$ cat config.mk
export PLATFORM = sky130hd
export DESIGN_NAME = rx_bit_timer
export DESIGN_NICKNAME = d
export VERILOG_FILES = /design/src/rtl/rx_timer_pkg.sv /design/src/rtl/flex_counter.sv /design/src/rtl/rx_bit_timer.sv
export SDC_FILE = /design/constraint.sdc
export NUM_CORES = 1
export LEC_CHECK = 0
export ABC_AREA = 0
export CORE_MARGIN = 2
export CORE_UTILIZATION = 51
export DETAILED_ROUTE_END_ITERATION = 8
export PLACE_DENSITY_LB_ADDON = 0.3
export SYNTH_ARGS = -nofsm -noshare
export SYNTH_HDL_FRONTEND = slang
export SYNTH_HIERARCHICAL = 1
export SYNTH_SLANG_ARGS = --single-unit
export TNS_END_PERCENT = 5
$ cat constraint.sdc
create_clock -name clk -period 2.35 [get_ports clk]
set_input_delay 0.235 -clock clk [delete_from_list [all_inputs] [get_ports clk]]
set_output_delay 0.235 -clock clk [all_outputs]
set_load 0.02 [all_outputs]
$ cat src/rtl/rx_timer_pkg.sv
// Shared defaults for the receive bit timer: bit-period geometry, counter widths
// and the byte size used to derive byte_received.
package rx_timer_pkg;

    localparam int DEF_CLKS_PER_BIT = 8;
    localparam int DEF_SAMPLE_PHASE = 3;
    localparam int DEF_BIT_CNT_W    = 7;
    localparam int DEF_IDLE_BITS    = 7;
    localparam int BYTE_BITS        = 8;

    // Bits needed to index a position inside one byte.
    function automatic int byte_idx_w();
        return $clog2(BYTE_BITS);
    endfunction

endpackage

$ cat src/rtl/flex_counter.sv
// Generic up-counter with synchronous clear and programmable rollover; after
// reaching rollover_val the next enabled count returns to zero.
module flex_counter #(
    parameter int NUM_CNT_BITS = 4
) (
    input  logic                    clk,
    input  logic                    n_rst,
    input  logic                    clear,
    input  logic                    count_enable,
    input  logic [NUM_CNT_BITS-1:0] rollover_val,
    output logic [NUM_CNT_BITS-1:0] count_out
);

    logic [NUM_CNT_BITS-1:0] count_next;

    always_comb begin
        count_next = count_out;
        if (clear) begin
            count_next = '0;
        end else if (count_enable) begin
            count_next = (count_out == rollover_val) ? '0 : count_out + NUM_CNT_BITS'(1);
        end
    end

    always_ff @(posedge clk or negedge n_rst) begin
        if (!n_rst) begin
            count_out <= '0;
        end else begin
            count_out <= count_next;
        end
    end

endmodule

$ cat src/rtl/rx_bit_timer.sv
// Receive bit timer: recovers the bit-sample strobe from line edges, counts
// unstuffed bits into bytes and fields, and flags missing line transitions.
module rx_bit_timer
    import rx_timer_pkg::*;
#(
    parameter int CLKS_PER_BIT = DEF_CLKS_PER_BIT,
    parameter int SAMPLE_PHASE = DEF_SAMPLE_PHASE,
    parameter int BIT_CNT_W    = DEF_BIT_CNT_W,
    parameter int IDLE_BITS    = DEF_IDLE_BITS
) (
    input  logic                 clk,
    input  logic                 n_rst,
    input  logic                 d_edge,
    input  logic                 rcving,
    input  logic                 shift_stop,
    input  logic [BIT_CNT_W-1:0] field_len,
    output logic                 shift_enable,
    output logic                 byte_received,
    output logic                 field_received,
    output logic [BIT_CNT_W-1:0] bit_count,
    output logic                 no_edge_err
);

    localparam int PH_W   = $clog2(CLKS_PER_BIT) + 1;
    localparam int IDLE_W = $clog2(IDLE_BITS + 1);
    localparam int BIDX_W = byte_idx_w();

    logic [PH_W-1:0]   phase;
    logic [IDLE_W-1:0] idle_cnt;
    logic              counted_bit;
    logic              idle_hit;

    // A line edge resynchronises the bit period; dropping rcving parks it at zero.
    flex_counter #(
        .NUM_CNT_BITS(PH_W)
    ) u_phase (
        .clk          (clk),
        .n_rst        (n_rst),
        .clear        (d_edge | ~rcving),
        .count_enable (rcving),
        .rollover_val (PH_W'(CLKS_PER_BIT - 1)),
        .count_out    (phase)
    );

    assign shift_enable   = rcving & (phase == PH_W'(SAMPLE_PHASE));
    assign counted_bit    = shift_enable & ~shift_stop;
    assign byte_received  = counted_bit & (bit_count[BIDX_W-1:0] == BIDX_W'(BYTE_BITS - 1));
    assign field_received = counted_bit & (field_len != '0)
                          & (bit_count == field_len - BIT_CNT_W'(1));
    assign idle_hit       = shift_enable & ~d_edge & (idle_cnt == IDLE_W'(IDLE_BITS - 1));
    assign no_edge_err    = idle_hit;

    // Stuffed samples still age the idle counter but never touch the bit count.
    always_ff @(posedge clk or negedge n_rst) begin
        if (!n_rst) begin
            bit_count <= '0;
            idle_cnt  <= '0;
        end else if (!rcving) begin
            bit_count <= '0;
            idle_cnt  <= '0;
        end else begin
            if (field_received) begin
                bit_count <= '0;
            end else if (counted_bit) begin
                bit_count <= bit_count + BIT_CNT_W'(1);
            end

            if (d_edge || idle_hit) begin
                idle_cnt <= '0;
            end else if (shift_enable) begin
                idle_cnt <= idle_cnt + IDLE_W'(1);
            end
        end
    end

endmodule
==> results.cfg, run 1 <==
[grt]
grt_most_used_layer = met2
gr-usage-all-layers = 0.239
grt_remaining_overflow = 0
groute.layer.met1.usage = 0.267
use_met3 = 0.0205
wire_length_of_the_first_global_routing_pass_mm = 4.73
initial_antenna_violation_count = 0
grt_start_max_net_pins = 15
grt_use_met2 = 0.451
via_count_of_the_first_global_routing_pass = 1129

[clock_network]
clockRootBuffer = clkbuf_4
cts_made_buffers = 3
cts-root-to-sink-buffers = 2
holdBufCountCts = 0
cts_max_level = 1
cts_tree = done
path_clk_slew_ps = 90
worst_skew_pair.late_latency_ps = 280
clock_sinks = 14

[worst_setup_path]
cells_along_the_critical_path = clkdlybuf4s50_1 > inv_1 > ha_2 > nand2_1 > o31ai_2 > o31ai_2 > or3_4 > nor2_1 > buf_4
worst_r2r_endpoint = bit_count[2]
type_of_the_setup_path_with_the_least_slack = in -> out
timing.critical_path.required_ps = 2120
critical-path-top-cell-by-count = o31ai_2
cp.arrival_ps = 2030
worstPathMaxFanout = 4
timing.reg2reg.setup_slack_ps = 650
cp-end-kind = primary output
cp_slowest_cell = clkdlybuf4s50_1
worst_r2r_startpoint = bit_count[5]
startpoint_types = primary input
critical-path-max-stage-delay_ps = 420
reg2reg_depth = 5

[power_and_ir_drop]
max-vdd-ir-drop_mv = 0.320
power_density_nw_per_um2 = 320
totalPowerFinal_mw = 0.526
cellLeakagePower_nw = 0.743

[final_layout]
layout.area.seq_sq_um = 350
antenna_cells = 0
multi_input_area_sq_um = 837
layout-drive-gt1-share = 0.233
design_area_sq_um = 1640
finalNonFillerCells = 204
area_growth_syn_to_layout_pct = 43.0
filler_cell_count = 167
nNetsFinal = 196

[logic_synthesis]
syn_inst = 129
synthDominantCellAreaShare = 0.305
synth.avg_cell_area_sq_um = 8.90
synth_edf_count = 0
async_flop_share = 1.00
synth-seq-area-share = 0.305
postSynth.topFlopCell = dfrtp_1
number_of_flip_flops_and_latches_in_the_synthesized_netlist = 14
ys.warnings.count = 6
synthTopCellsByArea = dfrtp_1 31%, ha_1 7.6%, xor2_1 5.3%
synthDistinctLibCells = 37
post-synth-top-area-cell = dfrtp_1
synth.cells.most_frequent = 15 x nand2_1, 14 x dfrtp_1, 9 x nor2_1
syn_std_cell_area_sq_um = 1150
yosysMostFrequentCell = nand2_1

[timing]
hold_ws_ps = 349
min_period_over_period = 0.964
slew_headroom = 0.555
clock_skew_ps = 4.01
min_period_ps = 2260
fmax_mhz = 442
hold_violations = 0
max_slew_violation_count = 0
tightestPinTransition_ps = 665
setup_viol = 0

[job]
max_cap_viol_count = 0

[place]
dpl-instance-area_sq_um = 1560
detailedPlacementHpwl_mm = 2.14
numPortBuffers = 22
dp_cells = 200
gp_routability_congestion = 0.771

[die]
floorplan.initialDensity = 0.529
floorplan.io_pins = 23
die-area_sq_um = 2650
die_y_um = 51.5
fp-row-count = 17
die_x_um = 51.5
coreArea_sq_um = 2170

[drt]
avgRoutedWirePerCell_um = 14.1
routed-via-count = 1141
dr.first_iter.drc_count = 31
postRouteAntennaNets = 0
drc_errors = 0
wl_mm = 2.89
post_drt_via_cell_ratio = 5.59
dr.pass1.iters = 4

[run_status]
outcome = finished clean

[worst_hold_path]
holdCritPathClass = in -> async
per-layer routing:
metal | vias to the layer above | routed length, um | share of wire
li1 | 561 | - | -
met1 | 560 | 1200 | 0.42
met2 | 16 | 1580 | 0.55
met3 | 4 | 64 | 0.022
met4 | 0 | 32 | 0.011
met5 | - | 0 | 0
logic make-up (layout without fill, tap and decap cells):
family | after synthesis | in the layout | synth area share
buf+inv | 4 | 49 | 0.0131
flops | 14 | 14 | 0.305
simple gates | 68 | 68 | 0.355
xor+xnor | 13 | 13 | 0.106
compound gates | 20 | 20 | 0.130
mux | 1 | 1 | 0.00871
other cells | 2 | 4 | 0.00654
fa+ha+maj | 7 | 7 | 0.0762
registers in the layout, summed over array words and instances, names as in the netlist:
name               flops
bit_count              7
idle_cnt               3
u_phase/count_out      4
critical path: cells and delay by family:
kind / cells / cell delay [ps]
adders and majority gates: 1 / 210
buffers and inverters: 3 / 660
and+or+nand+nor: 3 / 590
AOI/OAI and AO/OA: 2 / 320
worst max path at each step:
stage | startpoint | end | slack (ps) | cells past startpoint
floorplan | bit_count[3] | field_received | 350 | 5
global placement | field_len[0] | field_received | -400 | 9
detailed placement | field_len[0] | field_received | -460 | 9
CTS | field_len[0] | field_received | 10 | 8
global route | field_len[1] | field_received | -3 | 9
finish | field_len[1] | field_received | 90 | 9
repair_timing:
| item | in CTS | in global routing |
|---|---|---|
| setup buffers | 0 | 0 |
| endpoints found under the setup margin | 2 | 3 |
| resized for setup | 8 | 8 |
per-stage QoR:
stage          utilization  worst slack [ps]  TNS, ps
2_1_floorplan            -               347        0
3_5_place_dp         0.718              -460     -460
4_1_cts              0.740              14.0        0
6_report             0.757              85.4        0
5_1_grt              0.757             -3.41    -3.41
3_3_place_gp         0.718              -401     -401
layout make-up:
cell class / instances / share of cell area
clock buffers: 4 / 0.0221
well taps: 28 / 0.0213
multi-input cells: 113 / 0.510
inverters: 3 / 0.00685
repair buffers: 42 / 0.227
flip-flops and latches: 14 / 0.213
layout by cell type (no fill, tap or decap), types with 2 or more instances in the layout:
cell type	instances
nor4b_1	3
xor2_1	6
a21oi_1	7
xnor2_1	5
nor2_1	9
nand3b_1	3
and3_1	6
o31ai_2	2
nand2b_1	6
a32o_1	2
nand3_1	6
ha_1	6
o32ai_1	4
clkbuf_4	3
inv_1	2
dfrtp_1	14
nor3_1	5
conb_1	4
and2_1	3
clkdlybuf4s50_1	19
dlymetal6s2s_1	2
nand4_2	2
nand2_1	15
buf_4	21
power by group:
part           switching [mW]  leakage [nW]  internal (mW)
sequential            0.00253         0.195          0.242
combinational          0.0513         0.526         0.0545
clock                  0.0820        0.0210         0.0943
Power figures use the tool's default switching activity.
==> run 2, diff against run 1 <==
--- a/config.mk
+++ b/config.mk
@@ -7,7 +7,8 @@
 export LEC_CHECK = 0
 export ABC_AREA = 0
 export CORE_MARGIN = 2
-export CORE_UTILIZATION = 51
+export CORE_UTILIZATION = 53
+export CTS_BUF_LIST = sky130_fd_sc_hd__clkbuf_4
 export DETAILED_ROUTE_END_ITERATION = 8
 export PLACE_DENSITY_LB_ADDON = 0.3
 export SYNTH_ARGS = -nofsm -noshare
==> run 2 against run 1 <==
  * Highest routed layer unchanged
  * Design area down 1.8%
  * Clock skew shrank 3.6 ps
  * Largest power group unchanged
  * Combinational power is essentially flat
==> results.cfg, run 2 (synthesis gave the netlist of run 1 again) <==
[worst_setup_path]
cells_along_the_critical_path = clkdlybuf4s50_1 > inv_2 > ha_4 > nand2_1 > o31ai_2 > o31ai_2 > or3_4 > nor2_1 > buf_4
critical-path-max-stage-delay_ps = 440
timing.critical_path.required_ps = 2120
type_of_the_setup_path_with_the_least_slack = in -> out
cp-end-kind = primary output
timing.reg2reg.setup_slack_ps = 500
reg2reg_depth = 6
cp.arrival_ps = 2070
critical-path-top-cell-by-count = o31ai_2
worst_r2r_endpoint = bit_count[2]
startpoint_types = primary input
worst_r2r_startpoint = bit_count[2]
worstPathMaxFanout = 5
cp_slowest_cell = clkdlybuf4s50_1

[drt]
post_drt_via_cell_ratio = 5.81
highest_layer = met4
dr_wl_met2_mm = 1.45
postRouteAntennaNets = 0
dr.pass1.iters = 5
routed-via-count = 1157
wl_met1_mm = 1.33
avgRoutedWirePerCell_um = 14.9
wl_mm = 2.97
met3WireLength_um = 133
drc_errors = 0
dr.first_iter.drc_count = 32

[job]
max_cap_viol_count = 0

[final_layout]
antenna_cells = 0
layout.cells.most_common_list = 19 x clkdlybuf4s50_1, 18 x buf_4, 15 x nand2_1
finalNonFillerCells = 199
layout.area.seq_sq_um = 350
largest_registers = bit_count x7, u_phase/count_out x4, idle_cnt x3
final_common_cell = clkdlybuf4s50_1
largest_register_ff_count = 7
filler_cell_count = 136
multi_input_area_sq_um = 845
final_util = 0.806
registers.top_by_ff_count = bit_count
layout-drive-gt1-share = 0.215
nNetsFinal = 193
area_growth_syn_to_layout_pct = 40.4
design_area_sq_um = 1610

[timing]
tightestPinTransition_ps = 670
setup_viol = 0
grt_setup_unrepaired = true
clock_skew_ps = 0.365
hold_ws_ps = 355
hold_violations = 0
fmax_mhz = 434
slew_headroom = 0.552
max_slew_violation_count = 0
min_period_ps = 2310
min_period_over_period = 0.981

[die]
die_x_um = 50.6
fp-row-count = 16
die_y_um = 50.6
die-area_sq_um = 2560
floorplan.initialDensity = 0.574
floorplan.io_pins = 23
coreArea_sq_um = 2000

[power_and_ir_drop]
max-vdd-ir-drop_mv = 0.335
p_clk_frac = 0.285
totalPowerFinal_mw = 0.488
combinationalPowerShare = 0.215
seq_power_share = 0.500
cellInternalPower_mw = 0.352
cellLeakagePower_nw = 0.722
power_density_nw_per_um2 = 303
switching_power_mw = 0.136
switching_share = 0.279

[grt]
grt_remaining_overflow = 0
wire_length_of_the_first_global_routing_pass_mm = 5.08
grt_start_max_net_pins = 15
gr-usage-all-layers = 0.259
initial_antenna_violation_count = 0
via_count_of_the_first_global_routing_pass = 1189

[clock_network]
worst_skew_pair.late_latency_ps = 280
post-cts-setup-buffer-count = 0
cts_tree = done
path_clk_slew_ps = 80
holdBufCountCts = 0
cts_made_buffers = 3
clockRootBuffer = clkbuf_4
cts_max_level = 1
clock_sinks = 14
cts-root-to-sink-buffers = 2

[worst_hold_path]
holdCritPathClass = in -> async

[place]
dpl-instance-area_sq_um = 1530
gp_routability_congestion = 0.840
dp_cells = 196
detailedPlacementHpwl_mm = 2.22
numPortBuffers = 22

[run_status]
outcome = finished clean
-- run 2: how the worst max path moves through the flow --
stage | start | end
global route | field_len[0] | field_received
CTS | u_phase/count_out[2] | no_edge_err
floorplan | bit_count[3] | field_received
detailed placement | field_len[0] | field_received
global placement | field_len[0] | field_received
finish | field_len[0] | field_received
-- run 2: stage by stage --
stage,setup WS (ps),TNS [ps]
finish,44.0,0
global route,-28.6,-32.2
CTS,10.1,0
detailed placement,-493,-620
global placement,-370,-370
floorplan,347,0
-- run 2: metal layers --
layer / track usage / vias up
li1: - / 555
met1: 0.330 / 558
met2: 0.450 / 35
met3: 0.0506 / 9
met4: 0.0631 / 0
met5: 0 / -
-- run 2: layout make-up --
type,count,share of cell area
tap,27,0.0209
timing repair buffer,39,0.217
multi-input combinational,113,0.524
sequential,14,0.217
inverter,3,0.00698
clock buffer,3,0.0140
-- run 2: timing repair --
action	CTS	global route
resized for setup	9	8
endpoints found under the hold margin	0	0
endpoints found under the setup margin	2	3
-- run 2: power by group through the flow --
stage	registers (mW)	clock network [mW]	logic, mW
after floorplan	0.248	0	0.0413
after global placement	0.248	0	0.0921
after detailed placement	0.249	0	0.0969
after CTS	0.244	0.140	0.0989
after global routing	0.244	0.149	0.114
final	0.244	0.139	0.105
-- run 2: worst max-delay path: cells and delay by family --
| family | cells | cell delay, ps |
|---|---|---|
| AO/OA/AOI/OAI | 2 | 400 |
| adder cells (fa/ha/maj) | 1 | 160 |
| buffers and inverters | 3 | 690 |
| AND/OR/NAND/NOR | 3 | 590 |
==> run 3, diff against run 2 <==
--- a/config.mk
+++ b/config.mk
@@ -7,9 +7,10 @@
 export LEC_CHECK = 0
 export ABC_AREA = 0
 export CORE_MARGIN = 2
-export CORE_UTILIZATION = 53
+export CORE_UTILIZATION = 55
 export CTS_BUF_LIST = sky130_fd_sc_hd__clkbuf_4
 export DETAILED_ROUTE_END_ITERATION = 8
+export DONT_BUFFER_PORTS = 1
 export PLACE_DENSITY_LB_ADDON = 0.3
 export SYNTH_ARGS = -nofsm -noshare
 export SYNTH_HDL_FRONTEND = slang
==> run 3 against run 2 <==
  * Die area decreased by 3.3%
  * Clock skew increased by 0.95 ps
  * First-iteration DRC count unchanged
  * Sequential share of layout area increased by 5.7 points
  * Design area decreased by 21%
  * Power decreased by 11%
  * Worst setup slack improved by 71 ps
  * Combinational power decreased by 48%
  * Flip-flop and latch count unchanged
  * Critical path depth decreased by 4
  * Utilization decreased by 15 points
  * Critical endpoint unchanged
  * Highest routed layer unchanged
==> results.cfg, run 3 (synthesis gave the netlist of run 1 again) <==
[final_layout]
final_util = 0.651
largest_registers = bit_count x7, u_phase/count_out x4, idle_cnt x3
layout.cells.most_common_list = 15 x nand2_1, 14 x dfrtp_1, 8 x nor2_1
antenna_cells = 0
final_common_cell = nand2_1
registers.top_by_ff_count = bit_count
largest_register_ff_count = 7
layout-drive-gt1-share = 0.134
area_growth_syn_to_layout_pct = 11.2
nNetsFinal = 162
finalNonFillerCells = 169

[die]
die-area_sq_um = 2470
floorplan.io_pins = 23
coreArea_sq_um = 1960
die_y_um = 49.7
floorplan.initialDensity = 0.585
die_x_um = 49.7
fp-row-count = 16

[timing]
max_slew_violation_count = 0
tightestPinTransition_ps = 639
clock_skew_ps = 1.31
slew_headroom = 0.573
min_period_over_period = 0.951
fin_setup_tns_ps = 0
hold_violations = 0
grt_setup_unrepaired = false
min_period_ps = 2230
fmax_mhz = 447
setup_viol = 0

[worst_setup_path]
worst_r2r_endpoint = bit_count[1]
timing.critical_path.required_ps = 2120
worst_r2r_startpoint = bit_count[6]
worstPathMaxFanout = 6
startpoint_types = register
cp.arrival_ps = 2000
timing.reg2reg.setup_slack_ps = 470
cp_slowest_cell = dfrtp_1
critical-path-max-stage-delay_ps = 560
cp-end-kind = primary output
type_of_the_setup_path_with_the_least_slack = reg -> out
reg2reg_depth = 5
cells_along_the_critical_path = xor2_1 > and3_1 > o22ai_2 > or3_1 > nor2_2

[grt]
grt_remaining_overflow = 0
via_count_of_the_first_global_routing_pass = 954
wire_length_of_the_first_global_routing_pass_mm = 4.26
gr-usage-all-layers = 0.223
initial_antenna_violation_count = 0
grt_start_max_net_pins = 18

[drt]
routed-via-count = 997
dr.first_iter.drc_count = 32
avgRoutedWirePerCell_um = 14.8
wl_mm = 2.49
dr.pass1.iters = 4
drc_errors = 0
postRouteAntennaNets = 0
post_drt_via_cell_ratio = 5.90

[clock_network]
path_clk_slew_ps = 80
cts-root-to-sink-buffers = 2
cts_tree = done
clock_sinks = 14
cts_max_level = 1
clockRootBuffer = clkbuf_4
cts_made_buffers = 3
worst_skew_pair.late_latency_ps = 280

[power_and_ir_drop]
seq_power_share = 0.559
totalPowerFinal_mw = 0.436
max-vdd-ir-drop_mv = 0.273
switching_power_mw = 0.110
switching_share = 0.252
cellLeakagePower_nw = 0.577
p_clk_frac = 0.315
combinationalPowerShare = 0.126
cellInternalPower_mw = 0.326
power_density_nw_per_um2 = 342

[place]
dp_cells = 164
detailedPlacementHpwl_mm = 1.93
numPortBuffers = 0
gp_routability_congestion = 0.872

[worst_hold_path]
holdCritStartpoint = rcving
whs_path_depth = 2
holdCritPathClass = in -> reg
hold_end = u_phase/count_out[1]

[job]
max_cap_viol_count = 0

[run_status]
outcome = finished clean
run 3: cell types whose count changed in the layout (fill, tap and decap cells not counted), sizes merged:
cell,previous run,this run
buf,18,7
clkdlybuf4s50,19,0
clkinv,0,1
dlymetal6s2s,2,0
dlygate4sd3,0,1
run 3: worst max-delay path, delay by kind of cell (launching register included):
kind             cells  cell delay, ps
AND/OR/NAND/NOR      3             830
flip-flops           1             560
XOR/XNOR             1             230
AO/OA/AOI/OAI        1             110
run 3: per-layer routing:
layer  routed length [um]  vias up  global-route usage  share of wire
met3                  124        4              0.0364          0.050
met4                   38        0              0.0833          0.015
met2                 1180       25               0.342           0.47
met5                    0        -                   0              0
met1                 1150      476               0.315           0.46
li1                     -      492                   -              -
run 3: power groups by stage:
stage               Combinational (mW)  Clock, mW  Sequential (mW)
finish                          0.0551      0.137            0.244
global route                    0.0609      0.161            0.244
CTS                             0.0551      0.143            0.244
detailed placement              0.0488          0            0.249
global placement                0.0464          0            0.249
floorplan                       0.0413          0            0.248
run 3: final cells by class:
class	instances	area, sq um
inverters	3	11.3
clock inverters	1	3.75
multi-input cells	113	793
well taps	27	33.8
repair buffers	8	62.6
fillers	179	684
clock buffers	3	22.5
flip-flops and latches	14	350
run 3: worst max path at each step:
stage                 start             end  slack, ps  depth (start not counted)
5_1_grt        bit_count[2]  field_received         10                          5
4_1_cts        bit_count[3]  field_received         30                          5
3_5_place_dp   field_len[0]  field_received        340                          7
3_3_place_gp   bit_count[3]  field_received        380                          5
6_report       bit_count[6]  field_received        120                          5
2_1_floorplan  bit_count[3]  field_received        350                          5
run 3: what timing repair did:
item | in CTS | in global routing
endpoints found under the hold margin | 14 | 0
gates resized for setup | 0 | 1
setup endpoints to repair | 0 | 1
buffers inserted | 0 | 0
hold buffers | 1 | 0
run 3: metrics by stage:
stage | cell area [sq um] | setup slack, ps | hold slack (ps)
final | 1280 | 115 | 98.4
after global routing | 1280 | 9.57 | 78.2
after CTS | 1270 | 30.4 | 87.7
after detailed placement | 1240 | 343 | -60.3
after global placement | 1240 | 384 | -60.3
after floorplan | 1160 | 347 | -60.6
